$ cat config.mk
export PLATFORM = sky130hd
export DESIGN_NAME = vga_timing_gen
export DESIGN_NICKNAME = d
export VERILOG_FILES = /design/src/rtl/vga_timing_gen.sv
export SDC_FILE = /design/constraint.sdc
export NUM_CORES = 1
export LEC_CHECK = 0
export ABC_AREA = 1
export BUFFER_PORTS_ARGS = -buffer_cell sky130_fd_sc_hd__buf_2
export CORE_MARGIN = 2
export CORE_UTILIZATION = 40
export DETAILED_ROUTE_END_ITERATION = 8
export PLACE_DENSITY = 0.68
export SLEW_MARGIN = 20
export SYNTH_ARGS = -nofsm -noshare
export SYNTH_HDL_FRONTEND = slang
export SYNTH_SLANG_ARGS = --single-unit
$ cat constraint.sdc
create_clock -name clk -period 5 [get_ports clk]
set_input_delay 0.25 -clock clk [delete_from_list [all_inputs] [get_ports clk]]
set_output_delay 0.25 -clock clk [all_outputs]
set_load 0.05 [all_outputs]
$ cat src/rtl/vga_timing_gen.sv
// vga_timing_gen: parametrised VGA raster timing generator.
// Produces h/v counters plus sync, blanking, start-of-frame and end-of-line
// markers for any mode described by the porch/sync/active parameters.
// Optional feature: define VGA_TIMING_FRAME_CNT_EN to add the 16-bit
// frame_cnt output counting completed frames.
module vga_timing_gen #(
  parameter int unsigned H_ACTIVE  = 800,
  parameter int unsigned H_FP      = 40,
  parameter int unsigned H_SYNC    = 128,
  parameter int unsigned H_BP      = 88,
  parameter int unsigned V_ACTIVE  = 600,
  parameter int unsigned V_FP      = 1,
  parameter int unsigned V_SYNC    = 4,
  parameter int unsigned V_BP      = 23,
  parameter logic        HSYNC_POL = 1'b1,
  parameter logic        VSYNC_POL = 1'b1,
  parameter int unsigned CNT_W     = 11
) (
  input  logic             clk,
  input  logic             rst,
  input  logic             en,
  output logic [CNT_W-1:0] hcount,
  output logic [CNT_W-1:0] vcount,
  output logic             hsync,
  output logic             vsync,
  output logic             hblnk,
  output logic             vblnk,
  output logic             sof,
  output logic             eol
`ifdef VGA_TIMING_FRAME_CNT_EN
  ,
  output logic [15:0]      frame_cnt
`endif
);

  localparam int unsigned H_TOTAL = H_ACTIVE + H_FP + H_SYNC + H_BP;
  localparam int unsigned V_TOTAL = V_ACTIVE + V_FP + V_SYNC + V_BP;

  localparam logic [CNT_W-1:0] H_LAST     = CNT_W'(H_TOTAL - 1);
  localparam logic [CNT_W-1:0] V_LAST     = CNT_W'(V_TOTAL - 1);
  localparam logic [CNT_W-1:0] H_ACT      = CNT_W'(H_ACTIVE);
  localparam logic [CNT_W-1:0] V_ACT      = CNT_W'(V_ACTIVE);
  localparam logic [CNT_W-1:0] HS_FIRST   = CNT_W'(H_ACTIVE + H_FP);
  localparam logic [CNT_W-1:0] HS_LAST    = CNT_W'(H_ACTIVE + H_FP + H_SYNC - 1);
  localparam logic [CNT_W-1:0] VS_FIRST   = CNT_W'(V_ACTIVE + V_FP);
  localparam logic [CNT_W-1:0] VS_LAST    = CNT_W'(V_ACTIVE + V_FP + V_SYNC - 1);
  localparam logic [CNT_W-1:0] CNT_ONE    = CNT_W'(1);

  // Elaboration-time sanity checks on the mode parameters
  if (64'(H_TOTAL) > (64'(1) << CNT_W)) begin : g_h_total_chk
    $error("vga_timing_gen: H_TOTAL exceeds 2**CNT_W");
  end
  if (64'(V_TOTAL) > (64'(1) << CNT_W)) begin : g_v_total_chk
    $error("vga_timing_gen: V_TOTAL exceeds 2**CNT_W");
  end
  if (H_SYNC == 0) begin : g_h_sync_chk
    $error("vga_timing_gen: H_SYNC must be non-zero");
  end
  if (V_SYNC == 0) begin : g_v_sync_chk
    $error("vga_timing_gen: V_SYNC must be non-zero");
  end

  logic [CNT_W-1:0] r_hcount;
  logic [CNT_W-1:0] r_vcount;
  logic             r_hsync;
  logic             r_vsync;
  logic             r_hblnk;
  logic             r_vblnk;
  logic             r_sof;
  logic             r_eol;

  logic [CNT_W-1:0] w_h_next;
  logic [CNT_W-1:0] w_v_next;
  logic             w_h_wrap;
  logic             w_hs_act;
  logic             w_vs_act;
  logic             w_sof_next;
  logic             w_eol_next;

  // Next counter values and their decodes; registering the decodes of the
  // next counts keeps every output aligned with the counts shown with it
  always_comb begin
    w_h_wrap   = (r_hcount == H_LAST);
    w_h_next   = w_h_wrap ? '0 : r_hcount + CNT_ONE;
    w_v_next   = r_vcount;
    if (w_h_wrap) begin
      w_v_next = (r_vcount == V_LAST) ? '0 : r_vcount + CNT_ONE;
    end
    w_hs_act   = (w_h_next >= HS_FIRST) && (w_h_next <= HS_LAST);
    w_vs_act   = (w_v_next >= VS_FIRST) && (w_v_next <= VS_LAST);
    w_sof_next = (w_h_next == '0) && (w_v_next == '0);
    w_eol_next = (w_h_next == H_LAST);
  end

  // Counters and decoded outputs advance together on enabled edges
  always_ff @(posedge clk or posedge rst) begin
    if (rst) begin
      r_hcount <= '0;
      r_vcount <= '0;
      r_hsync  <= ~HSYNC_POL;
      r_vsync  <= ~VSYNC_POL;
      r_hblnk  <= 1'b0;
      r_vblnk  <= 1'b0;
      r_sof    <= 1'b0;
      r_eol    <= 1'b0;
    end else if (en) begin
      r_hcount <= w_h_next;
      r_vcount <= w_v_next;
      r_hsync  <= w_hs_act ? HSYNC_POL : ~HSYNC_POL;
      r_vsync  <= w_vs_act ? VSYNC_POL : ~VSYNC_POL;
      r_hblnk  <= (w_h_next >= H_ACT);
      r_vblnk  <= (w_v_next >= V_ACT);
      r_sof    <= w_sof_next;
      r_eol    <= w_eol_next;
    end
  end

  assign hcount = r_hcount;
  assign vcount = r_vcount;
  assign hsync  = r_hsync;
  assign vsync  = r_vsync;
  assign hblnk  = r_hblnk;
  assign vblnk  = r_vblnk;
  assign sof    = r_sof;
  assign eol    = r_eol;

`ifdef VGA_TIMING_FRAME_CNT_EN
  logic [15:0] r_frame_cnt;

  // Count frames on each edge that raises sof (wraps naturally at 2^16)
  always_ff @(posedge clk or posedge rst) begin
    if (rst) begin
      r_frame_cnt <= '0;
    end else if (en && w_sof_next) begin
      r_frame_cnt <= r_frame_cnt + 16'd1;
    end
  end

  assign frame_cnt = r_frame_cnt;
`endif

endmodule

* After elaboration in Yosys (flattened, before gate mapping)
Index checks and enable logic that the tools add are counted.
** Word-level totals
- Register bits after elaboration :: 28
- Output and inout bits :: 28
- Word-level logic and storage cells :: 29
** Operators by class
- $add $sub $neg :: 2
- Order comparisons :: 6
- Eq/ne operators :: 3
- Mux-type cells :: 5
- Reductions and logical operators :: 5
** Operator list (count)
- greater-or-equal comparator 11 x 10 -> 1 bit, second input constant :: 4
- two-way mux 11 bit :: 3
- adder 11 x 1 -> 11 bit, second input constant :: 2
- == test 11 bit, second input constant :: 2
- <= comparator 11 x 10 -> 1 bit, second input constant :: 2
- logical NOT 11 bit :: 2
- == test 11 x 10 -> 1 bit, second input constant :: 1
- logical AND 1 bit :: 3
- two-way mux 1 bit :: 2

* Logic depth before layout (Yosys ltp)
- Depth in word-level cells :: 6
- Depth in mapped cells :: 15

* Least setup slack after synthesis
No wires, ideal clock.
- Kind :: reg-to-reg
- From :: register r_hcount[1] (netlist: hcount[1])
- To :: register r_vblnk (netlist: vblnk)
- Arrival time :: 2.025 ns
- Data required time :: 4.881 ns
- Path slack :: 2.856 ns
- Cell stages (with the launch flop) :: 14
- Buffers on the path :: 1
- Cell sequence :: dfrtp_1 -> ha_1 -> nand2_2 -> nor2_4 -> nand4_2 -> buf_6 -> nand2_2 -> o21ai_1 -> nor2_1 -> nand2_1 -> nand2_1 -> nand2_1 -> nor2_1 -> nor2_1
** Between the ends
- Cells in the longest elaborated chain, start to end :: 3
** RTL lines
- start: declaration :: RTL line 63 : logic [CNT_W-1:0] r_hcount;
- start signal: assignment :: RTL line 107 : r_hcount <= w_h_next;
- == test 11 bit :: RTL line 83 : w_h_wrap = (r_hcount == H_LAST);
- two-way mux 11 bit :: RTL line 86 : if (w_h_wrap) begin
- greater-or-equal comparator 11 x 10 -> 1 bit :: RTL line 112 : r_vblnk <= (w_v_next >= V_ACT);
- end signal: assignment :: RTL line 112
- end: declaration :: RTL line 68 : logic r_vblnk;
No other way between the ends.
A chain may end at the register's enable or synchronous reset.

* Worst setup path in the final report
Ends and elaborated chain as after synthesis.

==> reports/results.md <==
| Group | Quantity | Value |
|:---|:---|:---|
| outcome | Run status | finished, final reports clean |
| synthesis | Per-instance average area after synthesis | 6.42 µm² |
| synthesis | Top cell type by total area after synthesis | dfrtp_1 |
| floorplanning | Die outline width | 75.8 µm |
| timing | Period Utilization, post-route | 47.7% |
| cts | CTS tree | done |
| cts | Setup fix buffers added after clock tree synthesis | 0 |
| critical path | Crit Path Category | reg2reg |
| synthesis | Number of enable-type register cells in the synthesized netlist | 0 |
| synthesis | Ys flop type | dfrtp_1 |
| timing | Actual transition at the worst max-transition pin | 820 ps |
| timing | Setup TNS | 0 ps |
| timing | Final Max Slew Viols | 0 |
| timing | Worst-case headroom to the max-slew limit | 45.0% |
| timing | Worst Skew | 7.09 ps |
| global routing | Global route overflow | 0 |
| synthesis | Async set or reset register ratio after synthesis | 100% |
| timing | F_max | 420 MHz |
| routing | TritonRoute pass-1 iters | 5 |
| power and ir drop | Leakage power figure | 1.16 nW |
| routing | Number of DRC markers in iteration 0 | 178 |
| routing | Residual DRC count | 0 |
| synthesis | Number of nets produced by synthesis | 327 |
| cts | CTS Root Buffer Type | clkbuf_8 |
| global routing | Initial antenna violation count | 0 |
| floorplanning | Top-Level Pins | 31 |
| cells and area | Total number of nets in the final design | 353 |
| floorplanning | Initial standard-cell utilization of the core | 40.8% |
| routing | Average detailed-routed wire length per instance | 12.7 µm |
| synthesis | Cells after Synth | 321 |
| synthesis | Warnings from Yosys | 0 |
| cells and area | Diodes inserted | 0 |
| routing | Mean number of vias per cell | 5.05 |
| flow run | Max-cap check violation count | 0 |
| synthesis | Top cells by area in the synthesized netlist | dfrtp_1 (34%), nand2_1 (18%), nand3_1 (7.8%), inv_1 (7.1%), nor2_1 (6.4%) |
| cts | Cts-stage hold buffer count | 0 |
| synthesis | Most used standard cell by instance count after synthesis | nand2_1 |
| routing | Vias | 2100 |
| cts | Number of gates resized after cts | 0 |
| cts | Level count of the clock H-tree | 1 |
| floorplanning | Cell row count | 26 |
| cts | Clk Latency, worst-skew pair | 280 ps |
| timing | Unrepaired setup endpoints after global routing | false |
| synthesis | Summed instance area of the synthesized netlist | 2060 µm² |
| synthesis | Top cell types by occurrence after synthesis | nand2_1 (101), inv_1 (39), nor2_1 (35) |
| cts | Inserted Clock Buffers | 3 |
| floorplanning | Die outline area | 5740 µm² |
| floorplanning | Die height | 75.8 µm |
| place | Port Buffer Count | 30 |
| timing | Final count of negative-setup-slack endpoints | 0 |
| cts | Clock tree buffer depth | 2 |
| place | Routability cong. | 0.898 |
| critical path | CP startpoint kind | flop |
| hold path | Class of the tightest hold or removal check | in2async |
| floorplanning | Core outline area | 5040 µm² |
| global routing | First-pass GRT wire length | 8980 µm |
| power and ir drop | Power Total | 1.17 mW |
| global routing | Via count of the first global-routing pass | 1977 |
| critical path | WP data arrival | 2560 ps |
| cells and area | Fraction of layout cells with a size suffix above 1 | 15.0% |
| synthesis | Fraction of the yosys area taken by sequential cells | 34.0% |
| synthesis | Library cells used by synthesis | 28 |
| cells and area | Area growth syn-to-layout | 12.0% |
| routing | ANT nets after route | 0 |
| synthesis | Proportion of netlist area held by the largest area contributor | 34.0% |
| place | Total half-perimeter wirelength after legalization and detailed placement | 3970 µm |
| timing | Final Critical Period | 2380 ps |
| synthesis | Synth Register Bits | 28 |
| global routing | Largest net degree at the start of global routing | 36 |
| cts | Clock Pin Slew Worst Setup and Hold Paths | 90 ps |
| critical path | Required time of the worst setup path | 5180 ps |
| power and ir drop | Worst VDD drop | 262 µV |
| timing | Count of endpoints failing hold in the final timing report | 0 |
| routing | Routed WL | 5280 µm |
| cts | Total number of clock tree sinks | 28 |
| global routing | Overall fraction of global-route tracks in use | 20.2% |
| critical path | Critical Path Sink Type | flop |
| power and ir drop | Power density relative to cell area | 506 nW/µm² |
| critical path | Crit Path Max Fanout | 12 |
==> stage by stage <==
stage	hold WS, ps	instance area (µm²)	cells	setup WS [ps]	util, %
final	29.2	2310	416	2620	45.8
after global placement	474	2250	412	2670	44.7
after floorplan	315	2060	321	2860	-
after detailed placement	478	2250	412	2650	44.7
after global routing	93.1	2310	416	2410	45.8
after CTS	265	2310	416	2630	45.8
==> registers in the layout (all words and copies together), names as in the netlist <==
name / cells
hcount: 11
hblnk: 1
vsync: 1
hsync: 1
sof: 1
eol: 1
vblnk: 1
vcount: 11
==> placed cells by master (no fill, tap or decap), drive strengths merged <==
master / Yosys / layout
nand4: 13 / 13
nand3b: 3 / 3
nor2: 42 / 42
xor2: 3 / 3
or2: 1 / 1
a21oi: 3 / 3
buf: 4 / 30
nor4: 1 / 1
nand2: 106 / 106
nand3: 33 / 33
clkbuf: 5 / 4
clkinv: 1 / 1
o21a: 1 / 1
o31ai: 1 / 1
nor3: 4 / 4
ha: 3 / 3
o21ai: 29 / 29
dfrtp: 28 / 28
inv: 40 / 40
==> cells by family (layout without fill, tap and decap cells) <==
logic type / Yosys count / count (layout) / synth area share (%)
and+or+nand+nor: 203 / 203 / 44.3
buffers and inverters: 50 / 75 / 9.66
AOI/OAI and AO/OA: 34 / 34 / 8.51
DFF: 28 / 28 / 34.0
adders and majority gates: 3 / 3 / 1.82
xor gates and xnor gates: 3 / 3 / 1.64
==> layer usage <==
metal  up-vias  routed length, µm  track usage, %
met5         -                  0               0
met4         0                144            8.58
li1       1081                  -               -
met3        15                314            2.38
met2        71               2420            33.3
met1       933               2410            26.8
==> worst paths after layout <==
| kind | start | end | slack [ps] | depth (start not counted) |
|---|---|---|---|---|
| max | hcount[1] | vblnk | 2620 | 10 |
| min | rst | hcount[10] | 30 | 2 |
| max reg2reg | hcount[1] | vblnk | 2620 | 10 |
| min reg2reg | sof | sof | 500 | 2 |
| max in group asynchronous | rst | vcount[0] | 4580 | 2 |
| min in group clk | en | vcount[2] | 370 | 3 |
==> worst max-delay path: stages (launching register included) <==
cell and delay [ps]:
dfrtp_1 440, ha_1 250, nand2_2 140, nor2_4 120, nand4_2 340, o21ai_0 540, nor2_1 140, nand3_1 110
nor2_2 40, nor2_1 110, nor2_1 50
==> where the power goes <==
| part | internal (mW) | switching [mW] |
|---|---|---|
| clock | 0.0706 | 0.0700 |
| sequential | 0.286 | 0.101 |
| combinational | 0.157 | 0.482 |
==> area by class of cell <==
class | count | area, µm²
flip-flops and latches | 28 | 701
repair buffers | 30 | 150
fillers | 540 | 2740
inverters | 41 | 154
well taps | 70 | 87.6
multi-input cells | 243 | 1160
clock buffers | 4 | 55.1
Power figures use the tool's default switching activity.
